`config.mk`:
```
export PLATFORM = sky130hd
export DESIGN_NAME = sram_word_bridge
export DESIGN_NICKNAME = d
export VERILOG_FILES = /design/src/rtl/sram_word_bridge_pkg.sv /design/src/rtl/sram_word_bridge_phase_cnt.sv /design/src/rtl/sram_word_bridge.sv
export SDC_FILE = /design/constraint.sdc
export NUM_CORES = 1
export LEC_CHECK = 0
export ABC_CLOCK_PERIOD_IN_PS = 4300
export BUFFER_PORTS_ARGS = -buffer_cell sky130_fd_sc_hd__buf_2
export CAP_MARGIN = 5
export CORE_UTILIZATION = 33
export CTS_BUF_LIST = sky130_fd_sc_hd__clkbuf_4 sky130_fd_sc_hd__clkbuf_8 sky130_fd_sc_hd__clkbuf_16
export DETAILED_ROUTE_END_ITERATION = 8
export PLACE_DENSITY = 0.68
export SLEW_MARGIN = 40
export SYNTH_ARGS = -nofsm -noshare
export SYNTH_HDL_FRONTEND = slang
export SYNTH_SLANG_ARGS = --single-unit
export TNS_END_PERCENT = 50
```
`constraint.sdc`:
```
create_clock -name clk_chipset -period 4.3 [get_ports clk_chipset]
set_input_delay 0.43 -clock clk_chipset [delete_from_list [all_inputs] [get_ports clk_chipset]]
set_output_delay 0.43 -clock clk_chipset [all_outputs]
set_load 0.05 [all_outputs]
```
`src/rtl/sram_word_bridge_pkg.sv`:
```
// Shared types and constants for the 8-to-16 bit SRAM word bridge.
// State encoding, default phase timing and bus widths live here.
package sram_bridge_pkg;

    localparam int unsigned ADDR_W  = 22;
    localparam int unsigned WORD_W  = 16;
    localparam int unsigned WADDR_W = ADDR_W - 1;

    localparam int unsigned DEF_SETUP_CYC = 1;
    localparam int unsigned DEF_PULSE_CYC = 2;
    localparam int unsigned DEF_HOLD_CYC  = 1;

    typedef enum logic [2:0] {
        ST_IDLE,
        ST_SETUP,
        ST_STROBE,
        ST_HOLD,
        ST_DONE
    } state_e;

    function automatic int unsigned max3(
        input int unsigned a,
        input int unsigned b,
        input int unsigned c
    );
        int unsigned m;
        m = (a > b) ? a : b;
        return (m > c) ? m : c;
    endfunction

endpackage

```
`src/rtl/sram_word_bridge_phase_cnt.sv`:
```
// Loadable down-counter timing one SRAM cycle phase.
// tc_o is high while the count is zero, i.e. in the last cycle of a phase.
module sram_phase_cnt #(
    parameter int unsigned W = 2
) (
    input  logic         clk_i,
    input  logic         rst_i,
    input  logic         load_i,
    input  logic [W-1:0] load_val_i,
    output logic         tc_o
);

    logic [W-1:0] cnt_q;

    // Reload on phase entry, otherwise count down and park at zero.
    always_ff @(posedge clk_i or posedge rst_i) begin
        if (rst_i) begin
            cnt_q <= '0;
        end else if (load_i) begin
            cnt_q <= load_val_i;
        end else if (cnt_q != '0) begin
            cnt_q <= cnt_q - 1'b1;
        end
    end

    assign tc_o = (cnt_q == '0);

endmodule

```
`src/rtl/sram_word_bridge.sv`:
```
// Byte req/ack port to 16-bit async SRAM with setup/strobe/hold timing.
// Optional one-word read buffer enabled by SRAM_READ_CACHE_EN.
module sram_word_bridge
    import sram_bridge_pkg::*;
#(
    parameter int unsigned SETUP_CYC = DEF_SETUP_CYC,
    parameter int unsigned PULSE_CYC = DEF_PULSE_CYC,
    parameter int unsigned HOLD_CYC  = DEF_HOLD_CYC
) (
    input  logic               clk_chipset,
    input  logic               reset,
    input  logic               req,
    input  logic               we,
    input  logic [ADDR_W-1:0]  addr,
    input  logic [7:0]         wdata,
    output logic [7:0]         rdata,
    output logic               ack,
    output logic               busy,
    output logic [WADDR_W-1:0] ram_addr_o,
    output logic               ram_ce_n_o,
    output logic               ram_oe_n_o,
    output logic               ram_we_n_o,
    output logic               ram_lb_n_o,
    output logic               ram_ub_n_o,
    output logic [WORD_W-1:0]  ram_data_o,
    output logic               ram_data_oe,
    input  logic [WORD_W-1:0]  ram_data_i
);

    localparam int unsigned CNT_W =
        $clog2(max3(SETUP_CYC, PULSE_CYC, HOLD_CYC)) + 1;

    state_e             state_q, state_d;
    logic               we_q, we_d;
    logic               lane_q, lane_d;
    logic [WADDR_W-1:0] addr_q, addr_d;
    logic [WORD_W-1:0]  data_q, data_d;
    logic               ce_n_q, ce_n_d;
    logic               oe_n_q, oe_n_d;
    logic               we_n_q, we_n_d;
    logic               lb_n_q, lb_n_d;
    logic               ub_n_q, ub_n_d;
    logic               doe_q, doe_d;
    logic [7:0]         rdata_q, rdata_d;
    logic               ack_q, ack_d;
    logic               busy_q, busy_d;

    logic               cnt_ld;
    logic [CNT_W-1:0]   cnt_val;
    logic               cnt_tc;
    logic               hit;
    logic [7:0]         hit_byte;

    sram_phase_cnt #(.W(CNT_W)) u_cnt (
        .clk_i      (clk_chipset),
        .rst_i      (reset),
        .load_i     (cnt_ld),
        .load_val_i (cnt_val),
        .tc_o       (cnt_tc)
    );

`ifdef SRAM_READ_CACHE_EN
    logic [WORD_W-1:0]  buf_q, buf_d;
    logic [WADDR_W-1:0] tag_q, tag_d;
    logic               vld_q, vld_d;

    assign hit      = vld_q && (tag_q == addr[ADDR_W-1:1]);
    assign hit_byte = addr[0] ? buf_q[15:8] : buf_q[7:0];

    // Fill on read completion; merge the written lane on a same-word write.
    always_comb begin
        buf_d = buf_q;
        tag_d = tag_q;
        vld_d = vld_q;
        if (state_q == ST_STROBE && cnt_tc && !we_q) begin
            buf_d = ram_data_i;
            tag_d = addr_q;
            vld_d = 1'b1;
        end
        if (state_q == ST_HOLD && cnt_tc && we_q
            && vld_q && tag_q == addr_q) begin
            if (lane_q) buf_d[15:8] = data_q[15:8];
            else        buf_d[7:0]  = data_q[7:0];
        end
    end

    // Buffer registers; reset invalidates the entry.
    always_ff @(posedge clk_chipset or posedge reset) begin
        if (reset) begin
            buf_q <= '0;
            tag_q <= '0;
            vld_q <= 1'b0;
        end else begin
            buf_q <= buf_d;
            tag_q <= tag_d;
            vld_q <= vld_d;
        end
    end
`else
    assign hit      = 1'b0;
    assign hit_byte = 8'h00;
`endif

    // Next-state and next-output logic; every output is registered.
    always_comb begin
        state_d = state_q;
        we_d    = we_q;
        lane_d  = lane_q;
        addr_d  = addr_q;
        data_d  = data_q;
        ce_n_d  = ce_n_q;
        oe_n_d  = oe_n_q;
        we_n_d  = we_n_q;
        lb_n_d  = lb_n_q;
        ub_n_d  = ub_n_q;
        doe_d   = doe_q;
        rdata_d = rdata_q;
        ack_d   = 1'b0;
        busy_d  = busy_q;
        cnt_ld  = 1'b0;
        cnt_val = '0;
        unique case (state_q)
            ST_IDLE: begin
                if (req) begin
                    we_d   = we;
                    lane_d = addr[0];
                    busy_d = 1'b1;
                    if (!we && hit) begin
                        rdata_d = hit_byte;
                        ack_d   = 1'b1;
                        state_d = ST_DONE;
                    end else begin
                        addr_d  = addr[ADDR_W-1:1];
                        if (we) data_d = {wdata, wdata};
                        ce_n_d  = 1'b0;
                        lb_n_d  = addr[0];
                        ub_n_d  = ~addr[0];
                        doe_d   = we;
                        oe_n_d  = we;
                        state_d = ST_SETUP;
                        cnt_ld  = 1'b1;
                        cnt_val = CNT_W'(SETUP_CYC - 1);
                    end
                end
            end
            ST_SETUP: begin
                if (cnt_tc) begin
                    we_n_d  = ~we_q;
                    state_d = ST_STROBE;
                    cnt_ld  = 1'b1;
                    cnt_val = CNT_W'(PULSE_CYC - 1);
                end
            end
            ST_STROBE: begin
                if (cnt_tc) begin
                    we_n_d = 1'b1;
                    oe_n_d = 1'b1;
                    if (!we_q) begin
                        rdata_d = lane_q ? ram_data_i[15:8]
                                         : ram_data_i[7:0];
                    end
                    state_d = ST_HOLD;
                    cnt_ld  = 1'b1;
                    cnt_val = CNT_W'(HOLD_CYC - 1);
                end
            end
            ST_HOLD: begin
                if (cnt_tc) begin
                    ce_n_d  = 1'b1;
                    lb_n_d  = 1'b1;
                    ub_n_d  = 1'b1;
                    doe_d   = 1'b0;
                    ack_d   = 1'b1;
                    state_d = ST_DONE;
                end
            end
            ST_DONE: begin
                busy_d  = 1'b0;
                state_d = ST_IDLE;
            end
            default: begin
                state_d = ST_IDLE;
            end
        endcase
    end

    // State and output registers; reset drops all strobes at once.
    always_ff @(posedge clk_chipset or posedge reset) begin
        if (reset) begin
            state_q <= ST_IDLE;
            we_q    <= 1'b0;
            lane_q  <= 1'b0;
            addr_q  <= '0;
            data_q  <= '0;
            ce_n_q  <= 1'b1;
            oe_n_q  <= 1'b1;
            we_n_q  <= 1'b1;
            lb_n_q  <= 1'b1;
            ub_n_q  <= 1'b1;
            doe_q   <= 1'b0;
            rdata_q <= '0;
            ack_q   <= 1'b0;
            busy_q  <= 1'b0;
        end else begin
            state_q <= state_d;
            we_q    <= we_d;
            lane_q  <= lane_d;
            addr_q  <= addr_d;
            data_q  <= data_d;
            ce_n_q  <= ce_n_d;
            oe_n_q  <= oe_n_d;
            we_n_q  <= we_n_d;
            lb_n_q  <= lb_n_d;
            ub_n_q  <= ub_n_d;
            doe_q   <= doe_d;
            rdata_q <= rdata_d;
            ack_q   <= ack_d;
            busy_q  <= busy_d;
        end
    end

    assign rdata       = rdata_q;
    assign ack         = ack_q;
    assign busy        = busy_q;
    assign ram_addr_o  = addr_q;
    assign ram_ce_n_o  = ce_n_q;
    assign ram_oe_n_o  = oe_n_q;
    assign ram_we_n_o  = we_n_q;
    assign ram_lb_n_o  = lb_n_q;
    assign ram_ub_n_o  = ub_n_q;
    assign ram_data_o  = data_q;
    assign ram_data_oe = doe_q;

endmodule

```
[Word-level counts from Yosys, hierarchy flattened]
Index checks and enable logic that the tools add are counted.
Storage, ports and cells
  bits in registers: 60
  output and inout bits: 53
  word-level logic and storage cells: 72
Operators by class
  add/sub/neg operators: 1
  equal/unequal tests: 8
  multiplexer cells: 29
  bitwise logic cells: 2
  reduce and logical (&&, ||, !) cells: 17
Operators by type and width (count)
  1-bit one-hot mux with 2 select lines: 8
  3-bit AND reduction: 5
  1-bit 2-to-1 mux: 13
  3-bit 2-to-1 mux: 4
  3-bit one-hot mux with 4 select lines: 1
  2-bit nonzero test: 6
  8-bit 2-to-1 mux: 1
  2-bit inequality test, second input constant: 4
  3-bit by 2-bit == test with 1-bit output, second input constant: 2
  2-bit 2-to-1 mux: 2
  2-bit AND reduction: 2
  4-bit AND reduction: 1
  3-bit by 1-bit == test with 1-bit output, second input constant: 1
  3-bit == test, second input constant: 1
  3-bit logical NOT: 1
  2-bit logical NOT: 1
  1-bit inverter: 2
  2-bit OR reduction: 1
  2-bit by 1-bit subtractor with 2-bit output, second input constant: 1

[Depth between registers and ports, before layout]
  word-level depth: 4
  depth in mapped cells: 6

[Modules after synthesis]
From an unflattened synthesis, not the netlist that was laid out.
Second synthesis, totals
  cells, all modules: 166
  area, all modules: 2290.9 um2
Modules (own cells, without submodules)
  sram_word_bridge: times used 1, cells an instance 153, area an instance 2163.3 um2
  sram_phase_cnt: times used 1, cells an instance 13, area an instance 127.6 um2

[Worst setup path after synthesis]
Ideal clock, no wire load.
  path type: register to register
  from: register u_cnt.cnt_q[0]
  to: register rdata_q[0], in the netlist rdata[0]
  library setup time: 0.125 ns
  arrival time: 1.472 ns
  setup slack: 2.703 ns
  stages on the path, launching flop included: 6
  path through: dfrtp_1 -> inv_1 -> ha_1 -> nand2_1 -> nor4_4 -> mux2_2
On the way
  word-level cells in the longest chain between the ends: 2
RTL lines
  start, declared: line sram_word_bridge_phase_cnt.sv:13  | logic [W-1:0] cnt_q;
  start signal, assigned: line sram_word_bridge_phase_cnt.sv:20  | cnt_q <= load_val_i;
  start signal, assigned: line sram_word_bridge_phase_cnt.sv:22  | cnt_q <= cnt_q - 1'b1;
  2-bit logical NOT: line sram_word_bridge_phase_cnt.sv:26  | assign tc_o = (cnt_q == '0);
  3-bit AND reduction (no source line)
  end signal, assigned: line sram_word_bridge.sv:216  | rdata_q <= rdata_d;
  end, declared: line sram_word_bridge.sv:44  | logic [7:0] rdata_q, rdata_d;
Every way passes these cells.
A chain may end at the register's enable or synchronous reset.

[Worst setup path in the final report]
  from: register state_q[0]
  to: register data_q[7], in the netlist ram_data_o[7]
On the way
  word-level cells in the longest chain between the ends: 2
RTL lines
  start, declared: line sram_word_bridge.sv:33  | state_e state_q, state_d;
  start signal, assigned: line sram_word_bridge.sv:205  | state_q <= state_d;
  3-bit logical NOT: line sram_word_bridge.sv:122  | unique case (state_q)
  3-bit AND reduction (no source line)
  end signal, assigned: line sram_word_bridge.sv:209  | data_q <= data_d;
  end, declared: line sram_word_bridge.sv:37  | logic [WORD_W-1:0] data_q, data_d;
Every way passes these cells.

==> impl_metrics.json <==
{
  "ys_warn_count": 0,
  "fillers": 638,
  "antenna_violating_nets_post_route": 0,
  "groute.usage.overall_pct": 14.0,
  "numCtsBuffers": 5,
  "cts.htree.levels": 2,
  "post-route-cell-area_mm2": 0.00289,
  "synth.lib_cells_used.distinct": 29,
  "number_of_antenna_violations_at_the_first_check_in_global_routing": 0,
  "routed-via-count": 1747,
  "areaGrowthSynthToFinish_pct": 26.4,
  "drt-vias-per-instance": 4.60,
  "timing.final.crit_share_pct": 49.5,
  "port_buffers": 102,
  "design.portCount": 103,
  "maximum_number_of_pins_on_one_net_before_global_route_repair": 53,
  "post_syn_area_mm2": 0.00229,
  "insertedDiodeCount": 0,
  "netlist_instances": 211,
  "r2r-start": "state_q[0]",
  "initialDrtViolationCount": 106,
  "worst_clock_skew_ns": 0.00798,
  "row_count": 29,
  "remaining_drc_errors": 0,
  "cts_hold_buffers": 0,
  "drive_above_1_share_pct": 47.9,
  "setup_total_negative_slack_ns": 0,
  "synth.area.top_cells": "dfrtp_1 51%, nand2_1 12%, mux2_2 8.4%, dfstp_2 5.7%, mux2_4 4.6%",
  "rrSetupSlack_ns": 2.17,
  "synthesis.nets": 262,
  "endpoint": "ram_data_o[7]",
  "final_ws_setup_ns": 2.17,
  "worst-endpoint-arrival_ns": 2.32,
  "drt_pass1_iterations": 5,
  "reg2regPathDepth": 4,
  "relative_max_transition_margin_pct": 58.5,
  "via_count_of_the_first_global_routing_pass": 1742,
  "syn_area_per_cell_um2": 10.8,
  "crit_path_max_fanout": 25,
  "cts_tree": "done",
  "clock_latency_ns": 0.31,
  "worst_setup_hold_path_clk_slew_ns": 0.10,
  "finish.cell_count_without_fillers": 380,
  "cap_viol_max_count": 0,
  "seq_area_frac_synth_pct": 57.2,
  "run_status": "finished clean",
  "final_net_count": 353,
  "start_util_pct": 35.0,
  "die_w_um": 85.3,
  "dp.cells": 372,
  "ctsLongestPathBuffers": 2,
  "yosys.area.top_type": "dfrtp_1",
  "synth-main-ff-cell": "dfrtp_1",
  "finalWeightedCongestion": 0.718,
  "synth.most_common_cell": "nand2_1",
  "min-delay-path-class": "in2async",
  "placement.setup.worst_slack_ns": 2.18,
  "final-setup-viol-count": 0,
  "rsz0062_at_grt": "false",
  "final_period_minus_worst_setup_slack_ns": 2.13,
  "cts.sinks": 52,
  "grt_overflow_total": 0,
  "synth_seq_cells": 52,
  "die_area_mm2": 0.00727,
  "finalWirelength_mm": 4.88,
  "worstReg2RegEnd": "ram_data_o[7]",
  "post_dp_cell_area_mm2": 0.00280,
  "core_area_mm2": 0.00653,
  "cp.required_ns": 4.49,
  "number_of_enable_type_register_cells_in_the_synthesized_netlist": 0,
  "grt_pass1_wl_mm": 8.05,
  "synthArstFlopShare_pct": 100,
  "post_cts.repair.setup_buffers": 0,
  "worst_setup_path_end_kind": "flip-flop",
  "place.detailed.hpwl_mm": 3.39,
  "report.final.hold_viol_count": 0,
  "critical_path.startpoint": "state_q[0]",
  "ys_top_cells_by_count": "72 x nand2_1, 47 x dfrtp_1, 17 x mux2_2",
  "wl_per_cell_um": 12.8,
  "chipHeight_um": 85.3,
  "tightest_slew_ns": 0.622,
  "timing.final.max_slew_violations": 0,
  "root_buffer": "clkbuf_8",
  "setup.worst_path.class": "reg2reg",
  "max_clock_freq_mhz": 470,
  "start_kind": "flip-flop",
  "netlist.area_leader.share_pct": 51.4,
  "cts_resized": 0
}
[worst max-delay path: stages (launching register included)]
cell and delay (ns):
dfrtp_1 0.57, nor4b_4 0.33, buf_4 0.30, nand2_1 0.39, mux2_4 0.42
[metal layers]
layer | part of all wire, % | vias to the layer above | global-route usage, %
met3 | 5.7 | 6 | 3.70
met4 | 0.94 | 0 | 3.64
li1 | - | 859 | -
met2 | 49 | 61 | 24.0
met1 | 45 | 821 | 17.8
met5 | 0 | - | 0
[cell usage in the layout (no fill, tap or decap), drive strengths merged]
cell type | Yosys | layout
inv | 4 | 5
a2bb2oi | 1 | 1
nor4b | 1 | 1
mux2i | 1 | 1
nor3b | 1 | 1
nand3b | 2 | 2
nor3 | 2 | 2
a31oi | 1 | 1
mux2 | 24 | 24
ha | 1 | 1
or2 | 1 | 1
nand2b | 5 | 5
nand2 | 72 | 72
dfrtp | 47 | 47
a21oi | 6 | 6
buf | 12 | 103
or4b | 1 | 1
a211oi | 1 | 1
dfstp | 5 | 5
a21o | 2 | 2
nor2 | 6 | 6
nor4 | 1 | 1
o21a | 1 | 1
and4b | 2 | 2
o22a | 1 | 1
o21ai | 3 | 3
clkbuf | 7 | 6
clkinv | 0 | 1
[registers in the layout, summed over array words and instances (netlist names), 2 cells and up]
name         cells
rdata            8
u_cnt.cnt_q      2
state_q          3
ram_data_o       8
ram_addr_o      21
[cells by family (layout without fill, tap and decap cells)]
kind of cell    Yosys count  in the layout  synth area share, %
compound gates           16             16                 4.32
simple gates             94             94                 19.1
flops                    52             52                 57.2
mux                      25             25                 13.4
fa+ha+maj                 1              1                0.547
buf+inv                  23            115                 5.42
[cell type report]
class,count,area (um2),share of cell area (%)
flip-flops and latches,52,1310,45.2
multi-input cells,136,856,29.6
repair buffers,103,518,17.9
well taps,77,96.3,3.33
clock buffers,6,82.6,2.86
inverters,4,17.5,0.606
clock inverters,2,13.8,0.476
[per-stage QoR]
| stage | hold slack [ns] | util [%] |
|---|---|---|
| finish | 0.206 | 44.3 |
| global route | 0.262 | 44.3 |
| CTS | 0.223 | 44.3 |
| detailed placement | 0.457 | 42.8 |
| global placement | 0.457 | 42.8 |
| floorplan | 0.523 | - |
[how the worst min path moves through the flow]
stage,startpoint,to,cells past startpoint
floorplan,we_q,we_q,2
global placement,ram_addr_o[12],ram_addr_o[12],2
detailed placement,ram_addr_o[13],ram_addr_o[13],2
CTS,reset,ram_addr_o[17],2
global route,reset,ram_addr_o[12],2
finish,reset,ram_addr_o[12],2
Power is not shown: default switching activity piles up to over one toggle a cycle in this logic, so the estimate is an artifact.
